**src/rtl/slot_allocator_pkg.sv**
```systemverilog
// Shared types for the surge protector reassembly slot allocator.
// Default slot-count exponent and slot index/count widths.
package slot_allocator_pkg;

   localparam int SLOT_LOG_DEFAULT = 4;
   localparam int SLOTS_DEFAULT    = 1 << SLOT_LOG_DEFAULT;

   typedef logic [SLOT_LOG_DEFAULT-1:0] slot_idx_t;
   typedef logic [SLOT_LOG_DEFAULT:0]   slot_cnt_t;

endpackage

```
**src/rtl/slot_allocator_ffs.sv**
```systemverilog
// Combinational find-first-set encoder.
// lsb_o is the lowest set bit index; zero_o flags an all-zero vector.
module slot_allocator_ffs #(
   parameter int WIDTH_LOG = 4
) (
   input  logic [(1<<WIDTH_LOG)-1:0] vec_i,
   output logic [WIDTH_LOG-1:0]      lsb_o,
   output logic                      zero_o
);

   localparam int W = 1 << WIDTH_LOG;

   always_comb begin
      lsb_o = '0;
      for (int i = W - 1; i >= 0; i--) begin
         if (vec_i[i]) lsb_o = WIDTH_LOG'(i);
      end
   end

   assign zero_o = ~|vec_i;

endmodule

```
**src/rtl/slot_allocator.sv**
```systemverilog
// Bitmap free-list handing out the lowest free slot over valid/ready.
// Optional double-free detection: define SLOT_ALLOC_CHECK_EN.
module slot_allocator
   import slot_allocator_pkg::*;
#(
   parameter int SLOT_LOG = SLOT_LOG_DEFAULT
) (
   input  logic                clk,
   input  logic                rst_n,
   output logic                alloc_valid,
   input  logic                alloc_ready,
   output logic [SLOT_LOG-1:0] alloc_idx,
   input  logic                free_valid,
   input  logic [SLOT_LOG-1:0] free_idx,
   output logic [SLOT_LOG:0]   occupancy,
   output logic                full,
   output logic                empty,
   output logic                err_double_free
);

   localparam int SLOTS = 1 << SLOT_LOG;

   logic [SLOTS-1:0]    map_q, map_d;
   logic                rsv_vld_q, rsv_vld_d;
   logic [SLOT_LOG-1:0] rsv_idx_q, rsv_idx_d;
   logic [SLOT_LOG:0]   occ_q, occ_d;

   logic [SLOT_LOG-1:0] ffs_lsb;
   logic                ffs_zero;
   logic                hs;
   logic                load;
   logic                bad_free;
   logic                free_acc;

   slot_allocator_ffs #(
      .WIDTH_LOG (SLOT_LOG)
   ) u_ffs (
      .vec_i  (map_q),
      .lsb_o  (ffs_lsb),
      .zero_o (ffs_zero)
   );

   assign hs   = rsv_vld_q & alloc_ready;
   assign load = (~rsv_vld_q | hs) & ~ffs_zero;

`ifdef SLOT_ALLOC_CHECK_EN
   logic err_q;

   // A release of a slot already free, or of the one sitting in the
   // reservation register, would create a duplicate owner.
   assign bad_free = free_valid &
                     (map_q[free_idx] |
                      (rsv_vld_q & (free_idx == rsv_idx_q)));

   always_ff @(posedge clk or negedge rst_n) begin
      if (!rst_n) err_q <= 1'b0;
      else        err_q <= err_q | bad_free;
   end

   assign err_double_free = err_q;
`else
   assign bad_free        = 1'b0;
   assign err_double_free = 1'b0;
`endif

   assign free_acc = free_valid & ~bad_free;

   always_comb begin
      map_d = map_q;
      if (load)     map_d[ffs_lsb]  = 1'b0;
      if (free_acc) map_d[free_idx] = 1'b1;
   end

   always_comb begin
      rsv_vld_d = rsv_vld_q;
      rsv_idx_d = rsv_idx_q;
      if (load) begin
         rsv_vld_d = 1'b1;
         rsv_idx_d = ffs_lsb;
      end else if (hs) begin
         rsv_vld_d = 1'b0;
      end
   end

   always_comb begin
      occ_d = occ_q;
      unique case ({hs, free_acc})
         2'b10:   occ_d = occ_q + 1'b1;
         2'b01:   occ_d = (occ_q != '0) ? occ_q - 1'b1 : occ_q;
         default: occ_d = occ_q;
      endcase
   end

   always_ff @(posedge clk or negedge rst_n) begin
      if (!rst_n) begin
         map_q     <= '1;
         rsv_vld_q <= 1'b0;
         rsv_idx_q <= '0;
         occ_q     <= '0;
      end else begin
         map_q     <= map_d;
         rsv_vld_q <= rsv_vld_d;
         rsv_idx_q <= rsv_idx_d;
         occ_q     <= occ_d;
      end
   end

   assign alloc_valid = rsv_vld_q;
   assign alloc_idx   = rsv_idx_q;
   assign occupancy   = occ_q;
   assign full        = (occ_q == (SLOT_LOG+1)'(SLOTS));
   assign empty       = (occ_q == '0);

endmodule

```
**config.mk**
```make
export PLATFORM = sky130hd
export DESIGN_NAME = slot_allocator
export DESIGN_NICKNAME = d
export VERILOG_FILES = /design/src/rtl/slot_allocator_pkg.sv /design/src/rtl/slot_allocator_ffs.sv /design/src/rtl/slot_allocator.sv
export SDC_FILE = /design/constraint.sdc
export NUM_CORES = 1
export LEC_CHECK = 0
export BUFFER_PORTS_ARGS = -buffer_cell sky130_fd_sc_hd__buf_2
export CORE_MARGIN = 5
export CORE_UTILIZATION = 35
export CTS_BUF_LIST = sky130_fd_sc_hd__clkbuf_4 sky130_fd_sc_hd__clkbuf_8 sky130_fd_sc_hd__clkbuf_16
export CTS_CLUSTER_SIZE = 8
export DETAILED_ROUTE_END_ITERATION = 8
export PLACE_DENSITY = 0.51
export SYNTH_ARGS = -nofsm -noshare
export SYNTH_HDL_FRONTEND = slang
export SYNTH_SLANG_ARGS = --single-unit
```
**constraint.sdc**
```tcl
create_clock -name clk -period 2.1 [get_ports clk]
set_input_delay 0.105 -clock clk [delete_from_list [all_inputs] [get_ports clk]]
set_output_delay 0.105 -clock clk [all_outputs]
set_load 0.02 [all_outputs]
```
==> results.toml <==
[run_status]
status = "finished clean"

[timing]
worst_pin_slew_ns = 0.609
fin_setup_tns_ns = 0
fmax_mhz = 554
final.min_clock_period_ns = 1.81
drv_slew = 0
finalClockSkew_ns = 0.00432
period_share_pct = 86.0
finalSetupViolCount = 0
grt_setup_unrepaired = "false"
slew_headroom_pct = 59.4
hold_viol = 0

[floorplanning]
start_util_pct = 36.0
dieArea_um2 = 5920
floorplan.die.width_um = 76.9
fp.dieH_um = 76.9
core_area_um2 = 4350
num_rows = 24
io_pins = 21

[power_and_ir_drop]
leakage_nw = 0.735
ir_drop_mv = 0.656
p_sw_mw = 1.15
power.internal_mw = 1.52
seqPwrFrac_pct = 38.8
p_sw_share_pct = 43.1
comb_power_share_pct = 48.7
pwr-share-clk_pct = 12.5
powerDensity_nw_per_um2 = 1480

[global_route]
grt_max_degree = 27
grt_antenna_before_repair = 0
grtUsageTotal_pct = 13.3
grt_pass1_wl_um = 6360
first_global_vias = 1325
overflow = 0

[detailed_routing]
dr.first_iter.drc_count = 116
ant_nets = 0
wl_per_cell_um = 16.5
via_per_inst = 5.62
dr.pass1.iters = 4
wl_um = 3930
vias = 1337
drc = 0

[hold_path]
min_path_type = "in2reg"

[worst_setup_path]
critical_path.cell_chain = "nand2_1, nand2_1, inv_1, ha_1, a21o_1, a21oi_1, mux2i_1, xnor2_1"
crit_end = "occupancy[4]$_DFFE_PN0P_"
worstPathRequired_ns = 2.31
end_kind = "register"
cp_slowest_cell = "dfrtp_1"
worstReg2RegStart = "alloc_valid$_DFFE_PN0P_"
critPathBufInv = 1
crit_top_cell = "nand2_1"
cpPeakStageDelay_ns = 0.39
crit_start = "alloc_valid$_DFFE_PN0P_"
cp_top_family = "flip-flops"
cp-start-kind = "register"
crit_arrival_ns = 2.01
r2r_setup_slack_ns = 0.29
path_max_fanout = 4
r2r_end = "occupancy[4]$_DFFE_PN0P_"
path_class = "reg2reg"
cp.depth = 8
rr_worst_depth = 8

[logic_synthesis]
synth-edff-count = 0
synthCells = 162
yosysTopAreaCell = "dfstp_2"
ys_seq_elements = 26
synth.distinct_cells = 53
yosysSeqAreaShare_pct = 42.8
syn_area_per_cell_um2 = 9.68
synth_top_cell_area_share_pct = 26.8
ys_top_cells_by_area = "dfstp_2, dfrtp_1, o21ai_0"
async_reset_ff_share_pct = 100
yosysWarnings = 0
syn_area_um2 = 1570
ys.flop_type = "dfstp_2"
synthesis.nets = 174

[clock_network]
clock_latency_ns = 0.28
cts.sinks = 26
cts_max_level = 1
cts_setup_buffers = 0
cts_buffers = 3
cts_tree = "built"
cts.clk_slew.worst_paths_ns = 0.09
cts-root-buf = "clkbuf_8"
clockBufferDepth = 2

[cells_and_area]
syn2layout_area_growth_pct = 14.3
diodes = 0
final_layout_size_suffix_gt1_share_pct = 31.7
stdcell_area_um2 = 1790
fillers = 426
nNetsFinal = 199

[placement]
placed_area_um2 = 1730
gp_congestion = 0.966
post-dp-hpwl_um = 3030
portBuffers = 19

[run]
max_cap_viol_count = 0
sequential cells by signal, indices dropped and copies added (netlist names):
name / count
alloc_idx: 4
alloc_valid: 1
map_q: 16
occupancy: 5
logic make-up after synthesis:
family	after synthesis	synth area share, %
AND/OR/NAND/NOR	67	23.9
AO/OA/AOI/OAI	46	20.4
flip-flops	26	42.8
buffers and inverters	9	2.95
multiplexers	5	3.91
adder cells (fa/ha/maj)	4	3.67
XOR/XNOR	4	2.23
other	1	0.239
how the worst min path moves through the flow:
| stage | start | endpoint | slack (ns) | depth (start not counted) |
|---|---|---|---|---|
| after floorplan | rst_n | alloc_idx[0]$_DFFE_PN0P_ | -0.19 | 0 |
| after global placement | rst_n | occupancy[2]$_DFFE_PN0P_ | 0.14 | 1 |
| after detailed placement | rst_n | occupancy[0]$_DFFE_PN0P_ | 0.15 | 1 |
| after CTS | free_idx[2] | map_q[2]$_DFF_PN1_ | 0.16 | 3 |
| after global routing | free_idx[2] | map_q[0]$_DFF_PN1_ | 0.17 | 3 |
| final | free_idx[2] | map_q[2]$_DFF_PN1_ | 0.16 | 3 |
per-stage QoR:
step           hold WS, ns  power, mW  worst slack [ns]  instances  util, %
5_1_grt              0.170       2.84            0.0755        238     41.1
6_report             0.165       2.66             0.295        238     41.1
2_1_floorplan       -0.191       1.93             0.247        162        -
3_3_place_gp         0.140       2.29             0.334        233     39.7
3_5_place_dp         0.152       2.32             0.282        233     39.7
4_1_cts              0.164       2.66             0.264        238     41.1
power groups by stage:
stage / clock (mW) / sequential, mW / combinational [mW]
CTS: 0.338 / 1.03 / 1.29
finish: 0.332 / 1.03 / 1.29
floorplan: 0 / 1.09 / 0.840
global placement: 0 / 1.03 / 1.26
global route: 0.360 / 1.07 / 1.41
detailed placement: 0 / 1.04 / 1.28
cell type report:
| cell class | instances | area [um2] | area share (%) |
|---|---|---|---|
| multi-input combinational | 127 | 851 | 47.5 |
| timing repair buffer | 23 | 128 | 7.12 |
| tap | 52 | 65.1 | 3.63 |
| clock buffer | 4 | 55.1 | 3.07 |
| inverter | 6 | 22.5 | 1.26 |
| sequential | 26 | 671 | 37.4 |
tightest hold or removal path, delay by kind of cell:
family / cells / cell delay (ns)
buf+inv: 1 / 0.10
compound gates: 1 / 0.08
simple gates: 1 / 0.15
metal layers:
layer  track usage, %  up-vias  share of wire, %  wire, um
met1             19.5      653                47      1860
met2             19.9       41                46      1800
li1                 -      638                 -         -
met5                0        -                 0         0
met3             2.22        5               5.5       217
met4             3.67        0               1.1        43
cell usage after synthesis, drive strengths merged, types with 3 or more instances:
cell,instances
a21oi,8
a31oi,3
buf,3
dfrtp,10
dfstp,16
ha,3
inv,6
mux2,3
nand2,12
nand2b,5
nand3,4
nor2,22
nor4,6
o21ai,17
xnor2,4
cells in the final DEF, fill, tap and decap left out, drive strengths merged, types with 4 or more instances in the layout:
cell / synthesis / layout
o21ai: 17 / 17
nand3: 4 / 4
clkbuf: 0 / 4
nor2: 22 / 22
dfstp: 16 / 16
a21oi: 8 / 8
nand2b: 5 / 5
xnor2: 4 / 4
nor4: 6 / 6
inv: 6 / 6
nand2: 12 / 12
buf: 3 / 22
dfrtp: 10 / 10
repair_timing:
item,4_1_cts,5_1_grt
endpoints found under the hold margin,10,0
gates resized for setup,0,0
hold buffers,1,0
setup endpoints to repair,0,0
No activity file was read; power rests on OpenSTA's default activity.
